`src/rtl/instr_fetch_unit.sv`:
```
// Instruction fetch unit: owns the program counter, fetches one word per
// instruction over a ready-qualified memory request, holds it for the
// control unit and steps the PC once downstream accepts it.
// Three states: BOOT (one idle cycle after reset), FETCH (request
// outstanding) and ISSUE (instruction held until accepted).
module instr_fetch_unit #(
  parameter int                ADDR_W   = 32,
  parameter logic [ADDR_W-1:0] RESET_PC = '0
) (
  input  logic              clk,
  input  logic              rst_n,
  output logic              imem_req,
  output logic [ADDR_W-1:0] imem_addr,
  input  logic              imem_ready,
  input  logic [31:0]       imem_rdata,
  output logic [31:0]       instr,
  output logic [5:0]        opcode,
  output logic              instr_valid,
  input  logic              instr_ready,
  input  logic              jump,
  input  logic              branch_taken,
  input  logic [31:0]       branch_offset,
  output logic [ADDR_W-1:0] pc,
  output logic [ADDR_W-1:0] pc_plus4,
  output logic [31:0]       fetch_count
);

  // The PC is always word aligned, so the low two bits of the reset
  // address are dropped regardless of what the parameter holds.
  localparam logic [ADDR_W-1:0] RESET_PC_ALIGNED = {RESET_PC[ADDR_W-1:2], 2'b00};

  typedef enum logic [1:0] {
    BOOT  = 2'd0,
    FETCH = 2'd1,
    ISSUE = 2'd2
  } state_t;

  state_t            state_reg;
  state_t            state_next;
  logic [ADDR_W-1:0] pc_reg;
  logic [ADDR_W-1:0] pc_next;
  logic [31:0]       instr_reg;
  logic [31:0]       instr_next;
  logic [31:0]       count_reg;
  logic [31:0]       count_next;

  logic [ADDR_W-1:0] seq_pc;
  logic [ADDR_W-1:0] branch_pc;
  logic [ADDR_W-1:0] jump_pc;
  logic [ADDR_W-1:0] target_pc;

  // Next-PC candidates, all derived from the held PC and instruction.
  // Adds wrap naturally modulo 2^ADDR_W; the branch offset is a word
  // offset, so it is scaled by four, which keeps the low bits zero.
  always_comb begin
    seq_pc    = pc_reg + ADDR_W'(4);
    branch_pc = seq_pc + ADDR_W'({branch_offset, 2'b00});
    jump_pc   = {seq_pc[ADDR_W-1:28], instr_reg[25:0], 2'b00};
  end

  // Redirect priority: jump wins over a taken branch, which wins over
  // falling through. Only consumed in the ISSUE handshake cycle.
  always_comb begin
    target_pc = seq_pc;
    if (jump) begin
      target_pc = jump_pc;
    end else if (branch_taken) begin
      target_pc = branch_pc;
    end
  end

  // State register plus the PC, held instruction and accept counter.
  // Reset is asynchronous so an outstanding fetch is abandoned at once.
  always_ff @(posedge clk or negedge rst_n) begin
    if (!rst_n) begin
      state_reg <= BOOT;
      pc_reg    <= RESET_PC_ALIGNED;
      instr_reg <= '0;
      count_reg <= '0;
    end else begin
      state_reg <= state_next;
      pc_reg    <= pc_next;
      instr_reg <= instr_next;
      count_reg <= count_next;
    end
  end

  // Next-state logic and Moore outputs. imem_ready is looked at only in
  // FETCH, so a late response after reset or during ISSUE is dropped.
  always_comb begin
    state_next  = state_reg;
    pc_next     = pc_reg;
    instr_next  = instr_reg;
    count_next  = count_reg;
    imem_req    = 1'b0;
    instr_valid = 1'b0;
    case (state_reg)
      BOOT: begin
        state_next = FETCH;
      end
      FETCH: begin
        imem_req = 1'b1;
        if (imem_ready) begin
          instr_next = imem_rdata;
          state_next = ISSUE;
        end
      end
      ISSUE: begin
        instr_valid = 1'b1;
        if (instr_ready) begin
          count_next = count_reg + 32'd1;
          pc_next    = target_pc;
          state_next = FETCH;
        end
      end
      default: begin
        state_next = BOOT;
      end
    endcase
  end

  // Output view of the held state. The opcode is zeroed while nothing
  // valid is held; consumers still gate side effects with instr_valid,
  // since an all-zero opcode decodes as an R-type instruction.
  always_comb begin
    imem_addr   = pc_reg;
    pc          = pc_reg;
    pc_plus4    = seq_pc;
    instr       = instr_reg;
    fetch_count = count_reg;
    opcode      = instr_valid ? instr_reg[31:26] : 6'b000000;
  end

endmodule

```
`config.mk`:
```
export PLATFORM = sky130hd
export DESIGN_NAME = instr_fetch_unit
export DESIGN_NICKNAME = d
export VERILOG_FILES = /design/src/rtl/instr_fetch_unit.sv
export SDC_FILE = /design/constraint.sdc
export NUM_CORES = 1
export LEC_CHECK = 0
export ABC_AREA = 1
export CELL_PAD_IN_SITES_DETAIL_PLACEMENT = 0
export CELL_PAD_IN_SITES_GLOBAL_PLACEMENT = 1
export CORE_MARGIN = 5
export CORE_UTILIZATION = 30
export DETAILED_ROUTE_END_ITERATION = 16
export PLACE_DENSITY = 0.78
export SETUP_SLACK_MARGIN = 0.02
export SLEW_MARGIN = 0
export SYNTH_ARGS = -nofsm -noshare
export SYNTH_HDL_FRONTEND = slang
export SYNTH_SLANG_ARGS = --single-unit
```
`constraint.sdc`:
```
create_clock -name clk -period 2.4 [get_ports clk]
set_input_delay 0.36 -clock clk [delete_from_list [all_inputs] [get_ports clk]]
set_output_delay 0.36 -clock clk [all_outputs]
set_load 0.02 [all_outputs]
```
# [Word level (Yosys, flattened, before mapping)]
# Index checks and enable logic that the tools add are counted.
[op_classes] addsub=3 eq_ne=4 mux=8 n_reduce_logical=4
[op_table] op="$mux W32" count=2
[op_table] op="$add A32 B1 Y32 const B" count=1
[op_table] op="$add A32 B3 Y32 const B" count=1
[op_table] op="$add A32 B32 Y32" count=1
[op_table] op="$mux W6" count=1
[op_table] op="$pmux W2 S3" count=1
[op_table] op="$reduce_and A2 Y1" count=3
[op_table] op="$mux W2" count=2
[op_table] op="$ne A2 B2 Y1 const B" count=2
[op_table] op="$eq A2 B1 Y1 const B" count=1
[op_table] op="$eq A2 B2 Y1 const B" count=1
[op_table] op="$logic_not A2 Y1" count=1
[op_table] op="$mux W1" count=2
[totals] regBits=98 in_bits=70 output_inout_bits=168 wordCells=23

# [Logic depth before layout (Yosys ltp)]
[depth] ltp_word=4 ltp_mapped=24 mapped_depth_nobuf=24

# [Least setup slack after synthesis]
# No wires, ideal clock.
[synth_timing] path_type="register -> register" startpoint="register pc_reg[3] (netlist: imem_addr[3])" endpoint="register pc_reg[29] (netlist: imem_addr[29])" setup_ns=0.077 arrival_ns=2.891 t_required_ns=2.323 path_slack_ns=-0.569 path_stages_with_launch=19 path_buffers=0 period_less_slack_ns=2.969 cell_sequence="dfrtp_1 ha_1 nand3_1 inv_1 nand2_1 nor2_1 xor2_1 ha_1 nand2_1 nand2_1 nand2_1 nand3_1 a21oi_1 nor2_1 nor2_1 nand2_1 nand2_1 nand3_1 a21oi_1"
[synth_between] elab_chain_len=4
[synth_lines] element="start: declaration" line_no="40" source="logic [ADDR_W-1:0] pc_reg;"
[synth_lines] element="start signal: assignment" line_no="82" source="pc_reg <= pc_next;"
[synth_lines] element="$add A32 B3 Y32" line_no="56" source="seq_pc = pc_reg + ADDR_W'(4);"
[synth_lines] element="named net pc_plus4[18]" line_no="24" source="output logic [ADDR_W-1:0] pc_plus4,"
[synth_lines] element="$add A32 B32 Y32" line_no="57" source="branch_pc = seq_pc + ADDR_W'({branch_offset, 2'b00});"
[synth_lines] element="$mux W32" line_no="67" source="end else if (branch_taken) begin"
[synth_lines] element="$mux W32" line_no="65" source="if (jump) begin"
# The timed path passes the listed nets, and every way through them passes these cells.
# A chain may end at the register's enable or synchronous reset.

# [Worst setup path in the final report]
[layout_timing] startpoint="register pc_reg[8] (netlist: imem_addr[8])" endpoint="register pc_reg[24] (netlist: imem_addr[24])"
[layout_between] elab_chain_len=4
[layout_lines] element="$add A32 B3 Y32 (*)" line_no="56"
[layout_lines] element="$add A32 B32 Y32" line_no="57"
[layout_lines] element="$mux W32 (*)" line_no="67"
[layout_lines] element="$mux W32 (*)" line_no="65"
# Every way passes the cells marked *; elsewhere a longest branch is shown, timed or not.

==> flow_summary.yaml <==
pwr:
  p_sw_w: 0.008661
  peakVddDrop_v: 0.0007069
  p_per_area_nw_per_um2: 1302
  combPwrFrac: 0.763
  p_int_w: 0.009609
  pwr-share-clk: 0.080
  p_sw_frac: 0.4740
  sequentialPowerShare: 0.157
  p_leak_nw: 6.719
clock_tree:
  clockBufferDepth: 2
  cts_buffers: 9
  cts_tree: "done"
  htreeDepth: 3
  clk_pin_slew_ns: 0.08
  cts_root_buf: "clkbuf_16"
  clock_latency_ns: 0.36
  cts.sinks: 96
yosys:
  synth_top_cell_by_area: "dfrtp_1"
  synthMuxAreaShare: 0.03693
  yosysWarnings: 0
  synth-edff-count: 0
  synth_compound_area_frac: 0.08900
  yosys.area.top_type_share: 0.3030
  synth_cell_type_count: 44
  synthTopCellsByArea: "dfrtp_1 30%, nand2_1 16%, inv_1 8.6%"
  syn_avg_cell_area_sq_um: 6.859
  async_reset_ff_frac: 1.000
  synth-simple-area-share: 0.3191
  synth_top_family_by_area: "simple AND/OR/NAND/NOR gates"
  synth-main-ff-cell: "dfrtp_1"
  ys_seq_area_frac: 0.3030
  synth_most_common_cell: "nand2_1"
  synthAdderAreaFrac: 0.06091
  synth_xor_area_frac: 0.06060
  synthTopCellsByCount: "331 x nand2_1, 181 x inv_1, 99 x nor2_1"
  syn_inst: 1156
  synth_seq_cells: 96
  syn_area_sq_um: 7929
routing:
  remaining_drc_errors: 0
  first_iter_violations: 360
  detail_route.vias_per_cell: 4.690
  wl_per_cell_um: 16.99
  drtPass1Iterations: 5
  drtAntennaViolNets: 0
  route.vias.total: 9033
  wl_um: 32730
place:
  port_buffers: 229
  dp_hpwl_um: 26110
  dp_cells: 1861
  placed_area_sq_um: 12200
  gp_congestion: 0.9010
floorplanning:
  io_pins: 238
  rows: 59
  die_width_um: 172.6
  core_area_sq_um: 26060
  die_area_sq_um: 29780
  start_util: 0.3043
  die_height_um: 172.6
status:
  failed_checks: "negative setup slack"
  status: "finished with violations"
sta:
  timing.final.ws_setup_ns: -0.4793
  hold_viol_final: 0
  totalNegativeSetupSlack_ns: -9.900
  fmax_ghz: 0.3473
  setup_viol: 31
  max_slew_margin: 0.5957
  worstMarginPinSlew_ns: 0.6064
  period_share: 1.200
  slew_violations: 0
  fin_crit_ns: 2.879
  rsz0062_at_grt: "true"
  finClkSkew_ns: 0.01232
cells_and_area:
  stdcell_area_sq_um: 14030
  fillers: 2434
  nets: 1693
  final_cells: 1926
  fin_util: 0.5386
  drive_above_1_share: 0.4025
  area_delta_synth_final_pct: 77.01
job:
  max_cap_violations: 0
global_route:
  grt-ovfl-total: 0
  grt_pass1_vias: 9016
  antenna_found_initial: 0
  grt_max_degree: 46
  grtUsageTotal: 0.2078
  grt_pass1_wl_um: 49470
min_path:
  hold_class: "input pin to async pin"
worst_setup_path:
  required_ns: 2.64
  cpPeakStageDelay_ns: 0.45
  crit_type: "register to register"
  critPathBufInv: 3
  cp_max_fo: 4
  r2r_end: "imem_addr[24]"
  start_kind: "register"
  r2r_start: "imem_addr[8]"
  end_kind: "register"
  crit_family: "simple AND/OR/NAND/NOR gates"
  regToRegSetupSlack_ns: -0.48
  crit_chain: "nand2_4 > nor2_4 > nand2_1 > nor2_4 > nand2_2 > xor2_1 > buf_4 > inv_4 > ha_1 > nand2_2 > nor2_2 > buf_4 > a21oi_1 > nand3_1 > nand2_1 > nand3_1 > nand2_1 > a21boi_1"
  crit_top_cell: "nand2_1"
  r2r_cells: 18
  cp_slowest_cell: "dfrtp_2"
  cp_data_arrival_time_ns: 3.12
==> power by group through the flow <==
stage	clock, W	combinational (W)	sequential [W]
global route	0.00157	0.0149	0.00295
detailed placement	0	0.0116	0.00282
finish	0.00146	0.0139	0.00286
CTS	0.00151	0.0128	0.00282
global placement	0	0.0116	0.00280
floorplan	0	0.00535	0.00347
==> stage by stage <==
step / hold slack [ns] / power [W] / setup WS [ns]
final: 0.004560 / 0.01827 / -0.4793
after CTS: 0.02845 / 0.01710 / -0.3922
after detailed placement: 0.4088 / 0.01446 / -0.6675
after global placement: 0.4167 / 0.01438 / -0.6591
after floorplan: 0.06441 / 0.008818 / -0.2219
after global routing: 0.05489 / 0.01946 / -0.6451
==> final cells by class <==
type,count,area [sq um],area share
clock inverter,7,72.57,0.005171
clock buffer,9,225.2,0.01605
antenna,1,2.502,0.0001783
tap,335,419.2,0.02987
sequential,96,2426,0.1729
multi-input combinational,827,6006,0.4279
inverter,184,705.7,0.05028
timing repair buffer,467,4178,0.2977
==> routing by layer <==
layer	wire (um)	global-route usage	vias up
met5	0	0	-
met4	837	0.05711	0
met3	2127	0.04323	44
met2	15920	0.3595	274
met1	13840	0.2630	4252
li1	-	-	4463
==> cells in the final DEF (no fill, tap or decap), types with 10 or more instances in the layout <==
cell / instances
nand3_1: 51
clkdlybuf4s50_1: 200
xnor2_1: 13
nand4_1: 19
mux2_2: 26
xor2_2: 10
o21ai_0: 13
ha_1: 13
nand2_2: 82
dfrtp_2: 19
a21oi_2: 13
ha_4: 24
xor2_1: 22
nand2_1: 231
dfrtp_1: 77
nor2_4: 33
buf_6: 40
a21oi_1: 52
nand2_4: 26
inv_2: 30
inv_1: 150
a21boi_1: 10
buf_4: 215
nor2_1: 57
nor2_2: 20
nand3_2: 18
==> logic make-up (layout without fill, tap and decap cells) <==
| logic type | Yosys count | in the layout |
|---|---|---|
| muxes | 26 | 26 |
| buffers and inverters | 238 | 667 |
| AOI/OAI and AO/OA | 125 | 125 |
| xor gates and xnor gates | 54 | 54 |
| DFF | 96 | 96 |
| and+or+nand+nor | 578 | 578 |
| other | 1 | 7 |
| adders and majority gates | 38 | 38 |
==> worst reg2reg max path, stage by stage (launching register included) <==
cell and delay (ns):
dfrtp_2 0.45, nand2_4 0.10, nor2_4 0.15, nand2_1 0.11, nor2_4 0.20, nand2_2 0.09
xor2_1 0.13, buf_4 0.16, inv_4 0.04, ha_1 0.33, nand2_2 0.13, nor2_2 0.06
buf_4 0.13, a21oi_1 0.18, nand3_1 0.10, nand2_1 0.07, nand3_1 0.13, nand2_1 0.14
a21boi_1 0.07
==> what timing repair did <==
item | CTS | global route
hold buffers | 0 | 0
setup buffers | 20 | 33
gates resized for setup | 263 | 185
endpoints found under the setup margin | 54 | 54
pin swaps | 75 | 108
==> worst max-delay path by stage <==
stage                 start       endpoint  slack (ns)  cells after the start
2_1_floorplan  imem_addr[2]  imem_addr[29]       -0.22                     21
3_3_place_gp   imem_addr[6]  imem_addr[22]       -0.66                     16
3_5_place_dp   imem_addr[3]  imem_addr[22]       -0.67                     18
4_1_cts        imem_addr[3]  imem_addr[22]       -0.39                     19
5_1_grt        imem_addr[3]  imem_addr[22]       -0.65                     19
6_report       imem_addr[8]  imem_addr[24]       -0.48                     18
Note: power is estimated with default switching activity, not from simulation.
